`config.mk`:
```
export PLATFORM = sky130hd
export DESIGN_NAME = naval_battle_engine
export DESIGN_NICKNAME = d
export VERILOG_FILES = /design/src/rtl/naval_battle_engine.sv
export SDC_FILE = /design/constraint.sdc
export NUM_CORES = 1
export LEC_CHECK = 0
export ABC_AREA = 1
export BUFFER_PORTS_ARGS = -buffer_cell sky130_fd_sc_hd__buf_2
export CAP_MARGIN = 20
export CORE_UTILIZATION = 45
export DETAILED_ROUTE_END_ITERATION = 8
export PLACE_DENSITY = 0.68
export SLEW_MARGIN = 0
export SYNTH_ARGS = -nofsm -noshare
export SYNTH_HDL_FRONTEND = slang
export SYNTH_SLANG_ARGS = --single-unit
```
`constraint.sdc`:
```
create_clock -name clk -period 9.7 [get_ports clk]
set_clock_uncertainty 0.1 [all_clocks]
set_input_delay 0.485 -clock clk [delete_from_list [all_inputs] [get_ports clk]]
set_output_delay 0.485 -clock clk [all_outputs]
set_load 0.01 [all_outputs]
```
`src/rtl/naval_battle_engine.sv`:
```
// Clocked battleship engine: latches a ship map, resolves shots and runs the PREP/ATTACK/WIN/LOSE flow.
// Build option: define SHOT_LIMIT_EN to enable the shot budget (shots_left countdown and LOSE).
module naval_battle_engine #(
  parameter int unsigned COLS      = 5,
  parameter int unsigned ROWS      = 7,
  parameter int unsigned MAX_SHOTS = 20,
  localparam int unsigned N  = COLS * ROWS,
  localparam int unsigned XW = (COLS > 1) ? $clog2(COLS) : 1,
  localparam int unsigned YW = (ROWS > 1) ? $clog2(ROWS) : 1,
  localparam int unsigned CW = $clog2(N + 1),
  localparam int unsigned SW = $clog2(MAX_SHOTS + 1)
) (
  input  logic          clk,
  input  logic          reset,
  input  logic [N-1:0]  map_in,
  input  logic          start,
  input  logic          confirm_attack,
  input  logic [XW-1:0] x_coord,
  input  logic [YW-1:0] y_coord,
  output logic [1:0]    state,
  output logic [N-1:0]  hit_map,
  output logic [N-1:0]  miss_map,
  output logic [N-1:0]  image,
  output logic [CW-1:0] ships_left,
  output logic [SW-1:0] shots_left,
  output logic [2:0]    led_rgb
);

  localparam int unsigned IW = (N > 1) ? $clog2(N) : 1;

  localparam logic [2:0] LED_OFF  = 3'b000;
  localparam logic [2:0] LED_INV  = 3'b100;
  localparam logic [2:0] LED_REP  = 3'b110;
  localparam logic [2:0] LED_HIT  = 3'b010;
  localparam logic [2:0] LED_MISS = 3'b001;
  localparam logic [2:0] LED_WIN  = 3'b011;
  localparam logic [2:0] LED_LOSE = 3'b101;

  typedef enum logic [1:0] {
    PREP   = 2'b00,
    ATTACK = 2'b01,
    WIN    = 2'b10,
    LOSE   = 2'b11
  } state_e;

  state_e        state_q, state_d;
  logic [N-1:0]  hit_q, hit_d;
  logic [N-1:0]  miss_q, miss_d;
  logic [N-1:0]  map_q, map_d;
  logic [CW-1:0] ships_q, ships_d;
  logic [2:0]    led_q, led_d;
  logic          start_s_q, start_p_q, conf_s_q, conf_p_q;
  logic          start_ev_c, conf_ev_c, coord_ok_c, shot_c;
  logic [IW-1:0] idx_c;

  // Synchroniser stage plus previous-value stage; both preset so a held input gives no event.
  assign start_ev_c = start_s_q & ~start_p_q;
  assign conf_ev_c  = conf_s_q & ~conf_p_q;
  assign coord_ok_c = (32'(x_coord) < COLS) && (32'(y_coord) < ROWS);
  assign idx_c      = IW'(x_coord) * IW'(ROWS) + IW'(y_coord);

`ifdef SHOT_LIMIT_EN
  logic [SW-1:0] shots_q, shots_d;

  always_ff @(posedge clk or posedge reset) begin
    if (reset) shots_q <= SW'(MAX_SHOTS);
    else       shots_q <= shots_d;
  end

  assign shots_left = shots_q;
`else
  assign shots_left = SW'(MAX_SHOTS);
`endif

  always_ff @(posedge clk or posedge reset) begin
    if (reset) begin
      state_q   <= PREP;
      hit_q     <= '0;
      miss_q    <= '0;
      map_q     <= '0;
      ships_q   <= '0;
      led_q     <= LED_OFF;
      start_s_q <= 1'b1;
      start_p_q <= 1'b1;
      conf_s_q  <= 1'b1;
      conf_p_q  <= 1'b1;
    end else begin
      state_q   <= state_d;
      hit_q     <= hit_d;
      miss_q    <= miss_d;
      map_q     <= map_d;
      ships_q   <= ships_d;
      led_q     <= led_d;
      start_s_q <= start;
      start_p_q <= start_s_q;
      conf_s_q  <= confirm_attack;
      conf_p_q  <= conf_s_q;
    end
  end

  always_comb begin
    state_d = state_q;
    hit_d   = hit_q;
    miss_d  = miss_q;
    map_d   = map_q;
    ships_d = ships_q;
    led_d   = led_q;
    shot_c  = 1'b0;
`ifdef SHOT_LIMIT_EN
    shots_d = shots_q;
`endif
    unique case (state_q)
      PREP: begin
        if (start_ev_c) begin
          map_d   = map_in;
          ships_d = CW'($countones(map_in));
          hit_d   = '0;
          miss_d  = '0;
          led_d   = LED_OFF;
`ifdef SHOT_LIMIT_EN
          shots_d = SW'(MAX_SHOTS);
`endif
          if (map_in == '0) led_d = LED_INV;
          else              state_d = ATTACK;
        end
      end
      ATTACK: begin
        if (conf_ev_c) begin
          if (!coord_ok_c) begin
            led_d = LED_INV;
          end else if (hit_q[idx_c] || miss_q[idx_c]) begin
            led_d = LED_REP;
          end else begin
            shot_c = 1'b1;
            if (map_q[idx_c]) begin
              hit_d[idx_c] = 1'b1;
              if (ships_q != '0) ships_d = ships_q - CW'(1);
              led_d = LED_HIT;
            end else begin
              miss_d[idx_c] = 1'b1;
              led_d = LED_MISS;
            end
`ifdef SHOT_LIMIT_EN
            if (shots_q != '0) shots_d = shots_q - SW'(1);
`endif
          end
          // Sinking the last ship outranks running out of shots.
          if (shot_c && ships_d == '0) begin
            state_d = WIN;
            led_d   = LED_WIN;
          end
`ifdef SHOT_LIMIT_EN
          else if (shot_c && shots_d == '0) begin
            state_d = LOSE;
            led_d   = LED_LOSE;
          end
`endif
        end
      end
      default: begin
        if (start_ev_c) begin
          state_d = PREP;
          hit_d   = '0;
          miss_d  = '0;
          map_d   = '0;
          ships_d = '0;
          led_d   = LED_OFF;
`ifdef SHOT_LIMIT_EN
          shots_d = SW'(MAX_SHOTS);
`endif
        end
      end
    endcase
  end

  always_comb begin
    unique case (state_q)
      PREP:    image = map_in;
      ATTACK:  image = hit_q | miss_q;
      default: image = map_q;
    endcase
  end

  assign state      = state_q;
  assign hit_map    = hit_q;
  assign miss_map   = miss_q;
  assign ships_left = ships_q;
  assign led_rgb    = led_q;

endmodule

```
==> impl_metrics.csv <==
group,metric,value,unit
synth,synthAdderAreaFrac,10.6,%
power_and_ir_drop,power.switching,1.32,mW
synth,ys_ff_latch,120,
global_route,track_usage,31.2,%
place,detailed_place_hpwl,20.2,mm
drt,drt-initial-drc-count,584,
drt,vias_per_cell,5.46,
sta,drv_slew,0,
finish,syn_to_final_growth,18.1,%
cts,cts_buffers,17,
synth,synth-compound-area-share,13.6,%
drt,wl_per_cell,18.3,µm
setup_path,worst-r2r-cell-count,10,
setup_path,crit_chain,"buf_2 -> fa_1 -> fa_1 -> fa_1 -> inv_1 -> nor2_1 -> nand3_1 -> nand2_1 -> o21ai_1 -> nand2_1 -> nand2_1 -> nand3_4 -> nand2_2 -> a22oi_4 -> nand2_1 -> a21oi_1",
finish,stdcell_area,9670,µm²
synth,avgSynthCellArea,7.14,µm²
setup_path,path_common_cell,"nand2_1",
place,port_buffers,160,
cts,clk_path_buf_depth,2,
synth,ys_types,39,
place,place_congestion,0.892,
sta,max_freq,196,MHz
synth,synth_simple_gate_area_share,26.8,%
setup_path,cp-start-kind,"input pin",
cts,cts_setup_buffers,0,
drt,route.detailed.drc,0,
cts,cts.clk_slew.worst_paths,60,ps
sta,finalHoldViolCount,0,
cts,insertion_delay,420,ps
setup_path,critical_path_arrival,5330,ps
sta,rsz0062_at_grt,"false",
cts,post_cts_resize_count,0,
setup_path,crit_fanout,35,
sta,fin_tns_setup,0,ps
synth,synth-async-reset-ratio,100,%
cts,clock_sinks,120,
finish,fill_cells,1774,
finish,diodes,0,
floorplan,die_area,18700,µm²
cts,hold_buffers,0,
synth,seq_area_frac_synth,36.7,%
setup_path,worstReg2RegStart,"state[1]$_DFFE_PP0P_",
synth,synth_area,8190,µm²
cts,h-tree-depth,4,
status,status,"finished clean",
synth,synth-xor-area-share,0.611,%
floorplan,initial_core_util,46.7,%
power_and_ir_drop,vdd_drop_max,0.269,mV
setup_path,crit_slowest_cell,"fa_1",
min_path,min_to,"start_s_q$_DFF_PP1_",
place,dpl-instance-area,9080,µm²
finish,final_common_cell,"nand2_1",
finish,multi_input_area,4250,µm²
min_path,whs_path_depth,1,
power_and_ir_drop,p_int,1.49,mW
job,maxCapViolCount,0,
power_and_ir_drop,power_frac_comb,50.9,%
synth,synthMuxAreaShare,0,%
setup_path,end_kind,"register",
finish,nets,1381,
setup_path,r2r-end,"state[1]$_DFFE_PP0P_",
min_path,hp-start,"start",
floorplan,core,17500,µm²
setup_path,slowest_delay,890,ps
drt,wirelength,27.9,mm
power_and_ir_drop,p_leak,5.21,nW
drt,ant_nets,0,
global_route,grt_pass1_wl,43.2,mm
global_route,grt_pass1_vias,7952,
global_route,antenna_found_initial,0,
drt,dr_total_vias,8317,
floorplan,die_h,137,µm
floorplan,die_x,137,µm
setup_path,crit_required,9930,ps
synth,syn_inst,1146,
synth,synth_edf_count,0,
synth,yosys_warnings,0,
cts,cts_tree,"done",
global_route,overflow,0,
power_and_ir_drop,power_frac_seq,26.1,%
power_and_ir_drop,p_per_area,291,nW/µm²
setup_path,path_class,"input pin to register",
finish,regArea,3010,µm²
synth,synth_ff_type,"dfrtp_1",
global_route,grt_max_degree,97,
power_and_ir_drop,swShare,47.0,%
sta,final.min_clock_period,5100,ps
drt,dr.pass1.iters,6,
finish,final_cell_mix,"nand2_1 (294), inv_1 (170), buf_2 (160)",
cts,cts_root_buf,"clkbuf_16",
sta,fin_crit_sh,52.6,%
floorplan,ios,166,
sta,setup_viol,0,
finish,final_util,55.1,%
power_and_ir_drop,clkPwrFrac,23.0,%
setup_path,rrSetupSlack,5380,ps
finish,drive_above_1_share,17.4,%
sta,worstMarginPinSlew,1060,ps
floorplan,core.rowCount,48,
sta,slew_headroom,29.6,%
min_path,min_path_type,"input pin to register",
synth,synth_top_family_by_area,"simple AND/OR/NAND/NOR gates",
[per-layer routing]
metal,wire length [µm],vias to the layer above,global-route usage [%],share of wire (%)
met5,0,-,0,0
met4,1220,0,14.7,4.4
met1,11300,3933,40.1,41
met2,13200,423,50.6,47
li1,-,3884,-,-
met3,2140,77,5.96,7.7
[critical path, delay by kind of cell]
family                   cells  cell delay, ps
AO/OA/AOI/OAI                3            1080
AND/OR/NAND/NOR              8            1470
adder cells (fa/ha/maj)      3            1940
buffers and inverters        2             340
[layout make-up]
class / count / area share (%)
sequential: 120 / 31.1
clock buffer: 17 / 4.40
tap: 225 / 2.91
timing repair buffer: 168 / 8.90
inverter: 179 / 6.99
clock inverter: 15 / 1.72
multi-input combinational: 799 / 44.0
[power by group through the flow]
stage,Clock [mW],Combinational (mW),Sequential (mW)
after floorplan,0,0.944,0.738
after global placement,0,1.39,0.737
after detailed placement,0,1.41,0.739
after CTS,0.647,1.41,0.731
after global routing,0.670,1.59,0.749
final,0.647,1.43,0.734
[flip-flops by register name, summed over array words and instances, names as in the netlist, 2 cells and up]
register	count
led_rgb	3
state	2
ships_left	6
miss_map	35
map_q	35
hit_map	35
[worst max-delay path by stage]
stage	slack [ps]	endpoint	from	depth (start not counted)
final	4600	miss_map[5]$_DFFE_PP0P_	x_coord[0]	16
after global routing	4360	miss_map[13]$_DFFE_PP0P_	x_coord[0]	19
after CTS	4690	ships_left[4]$_DFFE_PP0P_	map_in[15]	20
after detailed placement	4250	ships_left[4]$_DFFE_PP0P_	map_in[15]	20
after global placement	4290	ships_left[4]$_DFFE_PP0P_	map_in[15]	20
after floorplan	4580	ships_left[4]$_DFFE_PP0P_	map_in[11]	19
[synth_stat cells, types with 4 or more instances]
master / n / area share, %
nand2_1: 294 / 13
inv_1: 172 / 7.9
nor2_1: 144 / 6.6
dfrtp_1: 116 / 35
a21oi_1: 96 / 5.9
o21ai_0: 78 / 4.8
nand3_1: 66 / 4.0
fa_1: 31 / 7.6
clkbuf_1: 27 / 1.2
ha_1: 20 / 3.1
nand4_1: 16 / 1.2
buf_4: 13 / 1.2
o221ai_1: 12 / 1.3
buf_2: 8 / 0.49
inv_2: 5 / 0.23
o211ai_1: 5 / 0.46
o21ai_1: 5 / 0.31
dfstp_2: 4 / 1.3
nor2_2: 4 / 0.31
[per-stage QoR]
step | setup slack [ps] | hold slack [ps] | total power, mW | cells
global route | 4360 | 45.7 | 3.01 | 1523
CTS | 4690 | 49.3 | 2.79 | 1523
finish | 4600 | 56.7 | 2.81 | 1523
global placement | 4290 | 256 | 2.13 | 1491
floorplan | 4580 | 254 | 1.68 | 1149
detailed placement | 4250 | 258 | 2.14 | 1491
[cells by family (layout without fill, tap and decap cells)]
kind of cell,Yosys count,in the layout
adders and majority gates,51,51
xor gates and xnor gates,4,4
and+or+nand+nor,536,536
DFF,120,120
other,2,5
buffers and inverters,230,379
AOI/OAI and AO/OA,203,203
Power figures use the tool's default switching activity.
